### src/rtl/abro_stim_driver.sv
// ---------------------------------------------------------------------------
// abro_stim_driver
// Stimulus/initiator for the a/b -> z handshake in front of an ABRO-style
// responder. Issues single-cycle a/b pulses in a programmable order with a
// programmable gap, waits (bounded) for the z acknowledge, and reports a
// per-transaction pass/fail plus a saturating pass count.
//
// Ports:
//   clk        rising-edge clock
//   reset      synchronous, active-high reset
//   start      request a transaction (honoured only in IDLE)
//   mode[1:0]  00 a->b, 01 b->a, 10 a&b together, 11 a only (expect no z)
//   gap        idle cycles between first and second pulse (modes 00/01)
//   z          acknowledge from the responder
//   a, b       registered event pulses
//   busy       high in every state except IDLE
//   done       one-cycle pulse in the final (DONE) cycle of a transaction
//   pass       result of the last transaction, held until the next done
//   early_err  sticky: z seen before the second pulse was issued
//   pass_cnt   saturating count of passing transactions
// ---------------------------------------------------------------------------
module abro_stim_driver #(
    parameter int unsigned GAP_W   = 4,
    parameter int unsigned TIMEOUT = 8,
    parameter int unsigned CNT_W   = 8
) (
    input  logic             clk,
    input  logic             reset,
    input  logic             start,
    input  logic [1:0]       mode,
    input  logic [GAP_W-1:0] gap,
    input  logic             z,
    output logic             a,
    output logic             b,
    output logic             busy,
    output logic             done,
    output logic             pass,
    output logic             early_err,
    output logic [CNT_W-1:0] pass_cnt
);

    // Timeout counter is sized for the full legal TIMEOUT range (1..255).
    localparam int unsigned TO_W = 8;

    localparam logic [1:0] MODE_AB    = 2'b00;
    localparam logic [1:0] MODE_BA    = 2'b01;
    localparam logic [1:0] MODE_SIM   = 2'b10;
    localparam logic [1:0] MODE_AONLY = 2'b11;

    typedef enum logic [2:0] {
        S_IDLE   = 3'd0,
        S_FIRST  = 3'd1,
        S_GAP    = 3'd2,
        S_SECOND = 3'd3,
        S_WAIT_Z = 3'd4,
        S_DONE   = 3'd5
    } state_e;

    state_e             state_q, state_d;
    logic [1:0]         mode_q, mode_d;
    logic [GAP_W-1:0]   gap_q, gap_d;
    logic [GAP_W-1:0]   gap_cnt_q, gap_cnt_d;
    logic [TO_W-1:0]    to_cnt_q, to_cnt_d;
    logic               a_q, a_d;
    logic               b_q, b_d;
    logic               busy_q, busy_d;
    logic               done_q, done_d;
    logic               pass_q, pass_d;
    logic               early_err_q, early_err_d;
    logic [CNT_W-1:0]   pass_cnt_q, pass_cnt_d;
    logic               result_c;

    // State and output registers.
    always_ff @(posedge clk) begin
        if (reset) begin
            state_q     <= S_IDLE;
            mode_q      <= 2'b00;
            gap_q       <= '0;
            gap_cnt_q   <= '0;
            to_cnt_q    <= '0;
            a_q         <= 1'b0;
            b_q         <= 1'b0;
            busy_q      <= 1'b0;
            done_q      <= 1'b0;
            pass_q      <= 1'b0;
            early_err_q <= 1'b0;
            pass_cnt_q  <= '0;
        end else begin
            state_q     <= state_d;
            mode_q      <= mode_d;
            gap_q       <= gap_d;
            gap_cnt_q   <= gap_cnt_d;
            to_cnt_q    <= to_cnt_d;
            a_q         <= a_d;
            b_q         <= b_d;
            busy_q      <= busy_d;
            done_q      <= done_d;
            pass_q      <= pass_d;
            early_err_q <= early_err_d;
            pass_cnt_q  <= pass_cnt_d;
        end
    end

    // Next-state logic; outputs are decoded from the next state so the
    // registered pulses line up with the cycle spent in that state.
    always_comb begin
        state_d     = state_q;
        mode_d      = mode_q;
        gap_d       = gap_q;
        gap_cnt_d   = gap_cnt_q;
        to_cnt_d    = to_cnt_q;
        early_err_d = early_err_q;
        pass_d      = pass_q;
        pass_cnt_d  = pass_cnt_q;
        result_c    = 1'b0;
        a_d         = 1'b0;
        b_d         = 1'b0;
        busy_d      = 1'b0;
        done_d      = 1'b0;

        unique case (state_q)
            S_IDLE: begin
                if (start) begin
                    mode_d  = mode;
                    gap_d   = gap;
                    state_d = S_FIRST;
                end
            end

            S_FIRST: begin
                if (z) begin
                    // Acknowledge before the sequence finished: abort.
                    early_err_d = 1'b1;
                    state_d     = S_DONE;
                end else if (mode_q == MODE_SIM || mode_q == MODE_AONLY) begin
                    to_cnt_d = '0;
                    state_d  = S_WAIT_Z;
                end else if (gap_q != '0) begin
                    gap_cnt_d = gap_q;
                    state_d   = S_GAP;
                end else begin
                    state_d = S_SECOND;
                end
            end

            S_GAP: begin
                if (z) begin
                    early_err_d = 1'b1;
                    state_d     = S_DONE;
                end else if (gap_cnt_q == GAP_W'(1)) begin
                    state_d = S_SECOND;
                end else begin
                    gap_cnt_d = gap_cnt_q - GAP_W'(1);
                end
            end

            S_SECOND: begin
                if (z) begin
                    early_err_d = 1'b1;
                    state_d     = S_DONE;
                end else begin
                    to_cnt_d = '0;
                    state_d  = S_WAIT_Z;
                end
            end

            S_WAIT_Z: begin
                // z takes priority over an expiring timeout.
                if (z) begin
                    result_c = (mode_q != MODE_AONLY);
                    state_d  = S_DONE;
                end else if (to_cnt_q == TO_W'(TIMEOUT - 1)) begin
                    result_c = (mode_q == MODE_AONLY);
                    state_d  = S_DONE;
                end else begin
                    to_cnt_d = to_cnt_q + TO_W'(1);
                end
            end

            S_DONE: begin
                state_d = S_IDLE;
            end

            default: begin
                state_d = S_IDLE;
            end
        endcase

        // Entering DONE: publish the result and bump the saturating count.
        if (state_d == S_DONE && state_q != S_DONE) begin
            pass_d = result_c;
            if (result_c && pass_cnt_q != {CNT_W{1'b1}}) begin
                pass_cnt_d = pass_cnt_q + CNT_W'(1);
            end
        end

        // mode_d equals the incoming mode on the IDLE->FIRST transition.
        a_d = (state_d == S_FIRST  && mode_d != MODE_BA) ||
              (state_d == S_SECOND && mode_d == MODE_BA);
        b_d = (state_d == S_FIRST  && (mode_d == MODE_BA || mode_d == MODE_SIM)) ||
              (state_d == S_SECOND && mode_d == MODE_AB);
        busy_d = (state_d != S_IDLE);
        done_d = (state_d == S_DONE);
    end

    assign a         = a_q;
    assign b         = b_q;
    assign busy      = busy_q;
    assign done      = done_q;
    assign pass      = pass_q;
    assign early_err = early_err_q;
    assign pass_cnt  = pass_cnt_q;

endmodule

### config.mk
export PLATFORM = sky130hd
export DESIGN_NAME = abro_stim_driver
export DESIGN_NICKNAME = d
export VERILOG_FILES = /design/src/rtl/abro_stim_driver.sv
export SDC_FILE = /design/constraint.sdc
export NUM_CORES = 1
export LEC_CHECK = 0
export ABC_AREA = 1
export CORE_ASPECT_RATIO = 1.25
export CORE_MARGIN = 10
export CORE_UTILIZATION = 30
export CTS_BUF_LIST = sky130_fd_sc_hd__clkbuf_4
export CTS_CLUSTER_DIAMETER = 100
export CTS_CLUSTER_SIZE = 40
export DETAILED_ROUTE_END_ITERATION = 7
export PLACE_DENSITY = 0.58
export SLEW_MARGIN = 20
export SYNTH_ARGS = -nofsm -noshare
export SYNTH_HDL_FRONTEND = slang
export SYNTH_SLANG_ARGS = --single-unit
export TNS_END_PERCENT = 30
### constraint.sdc
create_clock -name clk -period 4.1 [get_ports clk]
set_clock_uncertainty 0.05 [all_clocks]
set_input_delay 0.615 -clock clk [delete_from_list [all_inputs] [get_ports clk]]
set_output_delay 0.615 -clock clk [all_outputs]
set_load 0.02 [all_outputs]
# ---- After elaboration in Yosys (flattened, before gate mapping)
# Cells that the tools add are included.
dict set report word_totals {
  register_bits 35
  input_bits 10
  output_inout_bits 14
}
dict set report classes {
  add_sub_neg 3
  n_eq_ne 26
  n_mux 27
  n_reduce_logical 22
}
# op n
set ops {}
lappend ops {{$mux 8} 5}
lappend ops {{$pmux 8 s3} 1}
lappend ops {{$mux 3} 7}
lappend ops {{$mux 4} 5}
lappend ops {{$ne 2x2->1 const B} 10}
lappend ops {{$add 8x1->8 const B} 2}
lappend ops {{$pmux 3 s5} 1}
lappend ops {{$reduce_and 6->1} 2}
lappend ops {{$eq 3x2->1 const B} 3}
lappend ops {{$eq 8x3->1 const B} 1}
lappend ops {{$ne 8x8->1 const B} 1}
lappend ops {{$pmux 4 s2} 1}
lappend ops {{$eq 2x2->1 const B} 3}
lappend ops {{$eq 3x1->1 const B} 2}
lappend ops {{$eq 3x3->1 const B} 2}
lappend ops {{$logic_and 1x1->1} 6}
lappend ops {{$reduce_and 2->1} 3}
lappend ops {{$reduce_bool 3->1} 2}
lappend ops {{$mux 1} 5}
lappend ops {{$eq 4x1->1 const B} 1}
lappend ops {{$logic_or 1x1->1} 4}
lappend ops {{$mux 2} 2}
lappend ops {{$reduce_bool 4->1} 1}
lappend ops {{$sub 4x1->4 const B} 1}
lappend ops {{other kinds (7)} 7}

# ---- Depth between registers and ports, before layout
# Gate-level depths: netlist (run 1).
dict set report depth {
  depth_word 8
  ltp_mapped 12
}

# ---- Worst setup path after synthesis (run 1)
# No wires, ideal clock.
dict set report synth_timing {
  path_type {input -> register}
  from {in start}
  to {reg a_q (netlist: a)}
  setup_time_ns 0.070
  arrival_ns 1.792
  required_time_ns 3.980
  path_slack_ns 2.187
  stages 8
  cell_sequence {nand2_1 nor2_2 inv_2 o21ai_0 inv_1 ha_1 or2_0 a21oi_1}
}
dict set report synth_via {
  elab_chain_len 5
  word_cells_on_any_way 11
  cone_classes {eq/ne (4); mux (4); reduce/logical (3)}
}
# element line
set synth_rtl {}
lappend synth_rtl {{start, declared} 29} ;# input logic start,
lappend synth_rtl {{$mux 2 *} 123} ;# if (start) begin
lappend synth_rtl {{$mux 2 *} 121} ;# unique case (state_q)
lappend synth_rtl {{net mode_d[0]} 60} ;# logic [1:0] mode_q, mode_d;
lappend synth_rtl {{$ne 2x1->1 / $eq 2x1->1 (equally long branches)} {198, 199}}
lappend synth_rtl {{$logic_and 1x1->1, on equally long branches} {198, 199}}
lappend synth_rtl {{$logic_or 1x1->1 *} 198} ;# a_d = (state_d == S_FIRST && mode_d != MODE_BA) ||
lappend synth_rtl {{end signal, assigned} 81} ;# a_q <= 1'b0;
lappend synth_rtl {{end signal, assigned} 94} ;# a_q <= a_d;
lappend synth_rtl {{end, declared} 64} ;# logic a_q, a_d;
# The timed path passes the listed nets; every way through them passes the cells marked *.
# A chain may end at the register's enable or synchronous reset.

# ---- Final worst setup path (run 1)
# Ends and elaborated chain as after synthesis.

==> results of run 1 <==
==> cell families after synthesis <==
kind of cell	count (synthesis)	share of synthesized area
xor gates and xnor gates	8	0.03706
DFF	35	0.3706
and+or+nand+nor	134	0.3329
adders and majority gates	6	0.03971
AOI/OAI and AO/OA	50	0.1496
buffers and inverters	33	0.07015
==> per-stage QoR <==
stage                     area [um2]  total power [mW]  hold WS (ns)    util
after floorplan                 1891            0.6837        0.3951       -
after global placement          2212            0.7777        0.4045  0.3588
after detailed placement        2212            0.7815        0.4176  0.3588
after CTS                       2317             1.101        0.4476  0.3758
after global routing            2317             1.168        0.4594  0.3758
final                           2317             1.082        0.4394  0.3758
==> area by class of cell <==
| type | instances | area [um2] | share of cell area |
|---|---|---|---|
| clock buffer | 5 | 37.54 | 0.01620 |
| multi-input combinational | 198 | 1057 | 0.4563 |
| timing repair buffer | 24 | 237.7 | 0.1026 |
| clock inverter | 3 | 67.56 | 0.02916 |
| sequential | 35 | 700.7 | 0.3024 |
| tap | 85 | 106.4 | 0.04590 |
| inverter | 29 | 110.1 | 0.04752 |
==> worst max path at each step <==
stage / startpoint / endpoint / cells past startpoint
after global routing: start / a$_SDFF_PP0_ / 9
final: start / a$_SDFF_PP0_ / 9
after CTS: start / a$_SDFF_PP0_ / 9
after floorplan: start / a$_SDFF_PP0_ / 8
after global placement: start / a$_SDFF_PP0_ / 9
after detailed placement: start / a$_SDFF_PP0_ / 9
==> synthesized netlist by cell type <==
master / number / area (um2)
o21a_1: 3 / 22.52
or2_2: 2 / 12.51
nand4_4: 1 / 21.27
a21oi_4: 1 / 16.27
nor3b_1: 1 / 7.510
nor2_1: 33 / 123.9
nand3_2: 1 / 10.01
o21ai_0: 13 / 65.06
a31oi_1: 2 / 12.51
ha_1: 6 / 75.07
inv_1: 22 / 82.58
clkinv_2: 1 / 5.000
xnor2_1: 1 / 8.760
nand2_4: 1 / 11.26
nor2_4: 2 / 22.52
inv_2: 6 / 22.52
nand4_1: 3 / 18.77
o22ai_1: 1 / 6.260
nor3_1: 5 / 25.02
a21oi_1: 27 / 135.1
clkbuf_1: 3 / 11.26
or2_0: 1 / 6.260
nand3_1: 17 / 85.08
o21ai_2: 2 / 17.52
o21bai_1: 1 / 7.510
dfxtp_1: 35 / 700.7
nand3_4: 1 / 17.52
nor2_2: 3 / 18.77
xor2_1: 7 / 61.31
nand2_1: 58 / 217.7
buf_6: 1 / 11.26
nand2_2: 5 / 31.28
==> worst max-delay path: cells and delay by family <==
kind	cells	cell delay, ns
adder cells (fa/ha/maj)	1	0.22
AND/OR/NAND/NOR	3	0.56
AO/OA/AOI/OAI	2	0.45
buffers and inverters	3	0.69
==> flip-flops by register name (all words and copies together) (netlist names) <==
name,flops
to_cnt_q,8
done,1
pass_cnt,8
gap_q,4
state_q,3
early_err,1
a,1
b,1
gap_cnt_q,4
pass,1
busy,1
mode_q,2
==> per-layer routing <==
metal	global-route usage	vias to the layer above	wire length, um
met2	0.1685	26	2228
li1	-	917	-
met3	0.04195	4	266
met1	0.08891	753	1897
met4	0.02578	0	29
met5	0	-	0
==> power breakdown <==
part / internal, mW / switching (mW) / leakage, nW
logic: 0.130 / 0.222 / 0.550
registers: 0.386 / 0.0320 / 0.285
clock network: 0.190 / 0.122 / 0.0514
==> impl_metrics.yaml, run 1 <==
synth:
  yosysWarnings: 0
  synth_nets: 282
  synthCells: 266
  netlist_area_um2: 1891
  ys_ff_latch: 35
  avgSynthCellArea_um2: 7.107
  yosysSeqAreaShare: 0.3706
  ys_types: 32
final_layout:
  final.fill_count: 673
  nNetsFinal: 309
  mostFrequentLayoutCells: "58 x nand2_1, 35 x dfxtp_1, 33 x nor2_1"
  antennaDiodeCount: 0
  syn_to_final_growth_pct: 22.57
  drive_gt1_frac: 0.1190
  final_common_cell: "nand2_1"
  stdcell_count: 379
critical_path:
  cp_slowest_cell: "clkdlybuf4s50_1"
  end_kind: "flop"
  arrival_ns: 2.52
  crit_type: "primary input to flop"
  regToRegEndpoint: "a$_SDFF_PP0_"
  start_kind: "primary input"
  worst_ep_required_time_ns: 4.32
  reg2regPathDepth: 9
  path_cells: "clkdlybuf4s50_1, nand2_1, nor2_2, inv_2, o21ai_0, inv_1, ha_1, or2_0, a21oi_1"
  cp_max_fo: 10
  rrSetupSlack_ns: 2.01
  max_stage_delay_ns: 0.46
  reg2reg_from: "state_q[0]$_SDFF_PP0_"
floorplan:
  coreArea_um2: 6166
  initial_core_util: 0.3066
  die_area_um2: 9897
  ios: 24
  die_height_um: 108.8
  placementRows: 32
  fp.dieW_um: 91.01
run_status:
  outcome: "completed"
clock_tree:
  cts-root-buf: "clkbuf_4"
  cts_buffers: 5
  cts_resized: 0
  ctsHoldBuffers: 0
  clkTransAtPathRegs_ns: 0.12
  insertion_delay_ns: 0.34
  cts_tree: "yes"
  cts.sinks: 35
  htree_num_levels: 2
  clock_path_buffers: 2
  post_cts_buffers: 0
timing:
  finalCriticalPeriod_ns: 2.300
  max_freq_mhz: 434.8
  slew-limit-headroom: 0.7389
  worst_pin_slew_ns: 0.3915
  worst_slack_ns: 1.800
  setup-tns-final_ns: 0
  hold_viol: 0
  setup_viol_count_final: 0
  fin_crit_sh: 0.5610
  timing.final.max_slew_violations: 0
  rsz0062_at_grt: "false"
drt:
  first_pass_iters: 4
  finalWirelength_mm: 4.422
  postRouteAntennaNets: 0
  routedWlPerCell_um: 11.67
  drt_iter0_drc: 76
  vias: 1700
  viasPerCell: 4.485
  drc_errors: 0
placement:
  place_hpwl_mm: 3.319
  dp_cells: 371
  gp_congestion: 0.7871
  place.port_buffers: 23
  pre_cts_slack_ns: 1.467
hold_path:
  holdPathEnd: "early_err$_SDFFE_PP0P_"
  hp-class: "flop to flop"
  hold_path_depth: 2
  hp-start: "early_err$_SDFFE_PP0P_"
grt:
  grtUsageTotal: 0.09073
  grt_pass1_wl_mm: 7.486
  grt_max_degree: 26
  antenna_found_initial: 0
  grt_pass1_vias: 1671
  grt-ovfl-total: 0
power:
  vdd_drop_max_uv: 158.2
  power.leakage_nw: 0.8861
  pwr_density_cell_nw_per_um2: 466.8
job:
  drv_cap: 0
Note: power is estimated with default switching activity, not from simulation.
==> run 2: changes to the inputs <==
--- a/config.mk
+++ b/config.mk
@@ -13,7 +13,7 @@
 export CTS_CLUSTER_DIAMETER = 100
 export CTS_CLUSTER_SIZE = 40
 export DETAILED_ROUTE_END_ITERATION = 7
-export PLACE_DENSITY = 0.58
+export PLACE_DENSITY = 0.6
 export SLEW_MARGIN = 20
 export SYNTH_ARGS = -nofsm -noshare
 export SYNTH_HDL_FRONTEND = slang
==> constraint.sdc (replaced) <==
create_clock -name clk -period 2 [get_ports clk]
set_clock_uncertainty 0.05 [all_clocks]
set_input_delay 0.3 -clock clk [delete_from_list [all_inputs] [get_ports clk]]
set_output_delay 0.3 -clock clk [all_outputs]
set_load 0.02 [all_outputs]
==> run 2 against run 1 <==
Utilization decreased by 0.12 points. First-iteration DRC count decreased by 1.3%. Sequential cell count unchanged. Sequential share of layout area increased by 0.098 points.
==> impl_metrics.yaml, run 2 (synthesized netlist as in run 1, its figures left out) <==
floorplan:
  die_height_um: 108.8
  die_area_um2: 9897
  coreArea_um2: 6166
  placementRows: 32
  fp.dieW_um: 91.01
  initial_core_util: 0.3066
  ios: 24
drt:
  drc_errors: 0
  postRouteAntennaNets: 0
  drt_iter0_drc: 75
  finalWirelength_mm: 4.458
  routedWlPerCell_um: 11.58
  first_pass_iters: 4
  vias: 1748
  viasPerCell: 4.540
timing:
  hold_viol: 0
  rsz0062_at_grt: "false"
  worst_slack_ns: 0.1940
  max_freq_mhz: 553.7
  timing.final.max_slew_violations: 0
  fin_crit_sh: 0.9030
  finalCriticalPeriod_ns: 1.806
  setup_viol_count_final: 0
  slew-limit-headroom: 0.7579
  worst_pin_slew_ns: 0.3594
final_layout:
  multi_input_area_um2: 1057
  drive_gt1_frac: 0.1300
  antennaDiodeCount: 0
  stdcell_area_um2: 2310
  syn_to_final_growth_pct: 22.17
  final_common_cell: "nand2_1"
  stdcell_count: 385
  seq_area_um2: 700.7
  nNetsFinal: 315
  final.fill_count: 676
  mostFrequentLayoutCells: "58 x nand2_1, 35 x dfxtp_1, 33 x nor2_1"
clock_tree:
  cts.sinks: 35
  cts-root-buf: "clkbuf_4"
  clock_path_buffers: 2
  htree_num_levels: 2
  post_cts_buffers: 0
  ctsHoldBuffers: 0
  clkTransAtPathRegs_ns: 0.11
  insertion_delay_ns: 0.34
  cts_tree: "yes"
  cts_resized: 0
  cts_buffers: 5
grt:
  grt_pass1_vias: 1742
  grtUsageTotal: 0.09321
  antenna_found_initial: 0
  grt_pass1_wl_mm: 7.659
  grt-ovfl-total: 0
  grt_max_degree: 18
power:
  power.leakage_nw: 0.8945
  pwr_density_cell_nw_per_um2: 864.7
  vdd_drop_max_uv: 345.7
critical_path:
  start_kind: "flop"
  endpoint: "a$_SDFF_PP0_"
  crit_start: "state_q[0]$_SDFF_PP0_"
  crit_type: "flop to flop"
  rrSetupSlack_ns: 0.19
  worst_ep_required_time_ns: 2.22
  cp_slowest_cell: "dfxtp_1"
  crit_buf_inv: 3
  path_cells: "inv_2, nand2_1, nor2_2, inv_2, o21ai_0, inv_1, ha_1, or2_0, a21oi_1"
  cp_max_fo: 4
  max_stage_delay_ns: 0.36
  crit_top_cell: "inv_2"
  crit_cells: 9
  arrival_ns: 2.03
  regToRegEndpoint: "a$_SDFF_PP0_"
  reg2regPathDepth: 9
  reg2reg_from: "state_q[0]$_SDFF_PP0_"
  end_kind: "flop"
  cp_top_family: "simple AND/OR/NAND/NOR gates"
hold_path:
  hp-start: "gap_q[2]$_SDFFE_PP0P_"
  hp-class: "flop to flop"
job:
  drv_cap: 0
placement:
  gp_congestion: 0.8071
  place_hpwl_mm: 3.455
  placed_area_um2: 2257
  dp_cells: 377
  pre_cts_slack_ns: -0.06645
  place.port_buffers: 23
run_status:
  outcome: "completed"
==> run 2: layer usage <==
| layer | vias up | GRT usage | share of wire |
|---|---|---|---|
| li1 | 928 | - | - |
| met1 | 786 | 0.08584 | 0.40 |
| met2 | 27 | 0.1860 | 0.54 |
| met3 | 7 | 0.03232 | 0.050 |
| met4 | 0 | 0.03139 | 0.017 |
| met5 | - | 0 | 0 |
==> run 2: worst min path at each step <==
stage	endpoint	cells past startpoint	slack (ns)
2_1_floorplan	gap_q[0]$_SDFFE_PP0P_	2	0.38
3_3_place_gp	early_err$_SDFFE_PP0P_	2	0.41
3_5_place_dp	pass_cnt[7]$_SDFFE_PP0P_	2	0.42
4_1_cts	gap_q[2]$_SDFFE_PP0P_	2	0.44
5_1_grt	pass_cnt[7]$_SDFFE_PP0P_	2	0.47
6_report	gap_q[2]$_SDFFE_PP0P_	2	0.43
==> run 2: power breakdown <==
group	total [mW]	internal (mW)	leakage (nW)	switching [mW]
Sequential	0.855	0.791	0.285	0.0638
Combinational	0.768	0.303	0.579	0.466
Clock	0.374	0.144	0.0307	0.230
==> run 2: layout make-up <==
cell class | instances | share of cell area
clock buffer | 6 | 0.01950
clock inverter | 2 | 0.003250
inverter | 29 | 0.04767
multi-input combinational | 198 | 0.4577
sequential | 35 | 0.3034
tap | 85 | 0.04605
timing repair buffer | 30 | 0.1224
==> run 2: stage by stage <==
stage	setup TNS, ns	util	total power, mW	hold WS (ns)
after floorplan	0	-	1.402	0.3849
after global placement	-0.02952	0.3661	1.638	0.4080
after detailed placement	-0.08778	0.3661	1.647	0.4189
after CTS	0	0.3746	2.025	0.4377
after global routing	0	0.3746	2.163	0.4740
final	0	0.3746	1.997	0.4336
==> run 2: worst min-delay path, stage by stage (launching register included) <==
cell	delay, ns
dfxtp_1	0.31
inv_1	0.08
a21oi_1	0.06
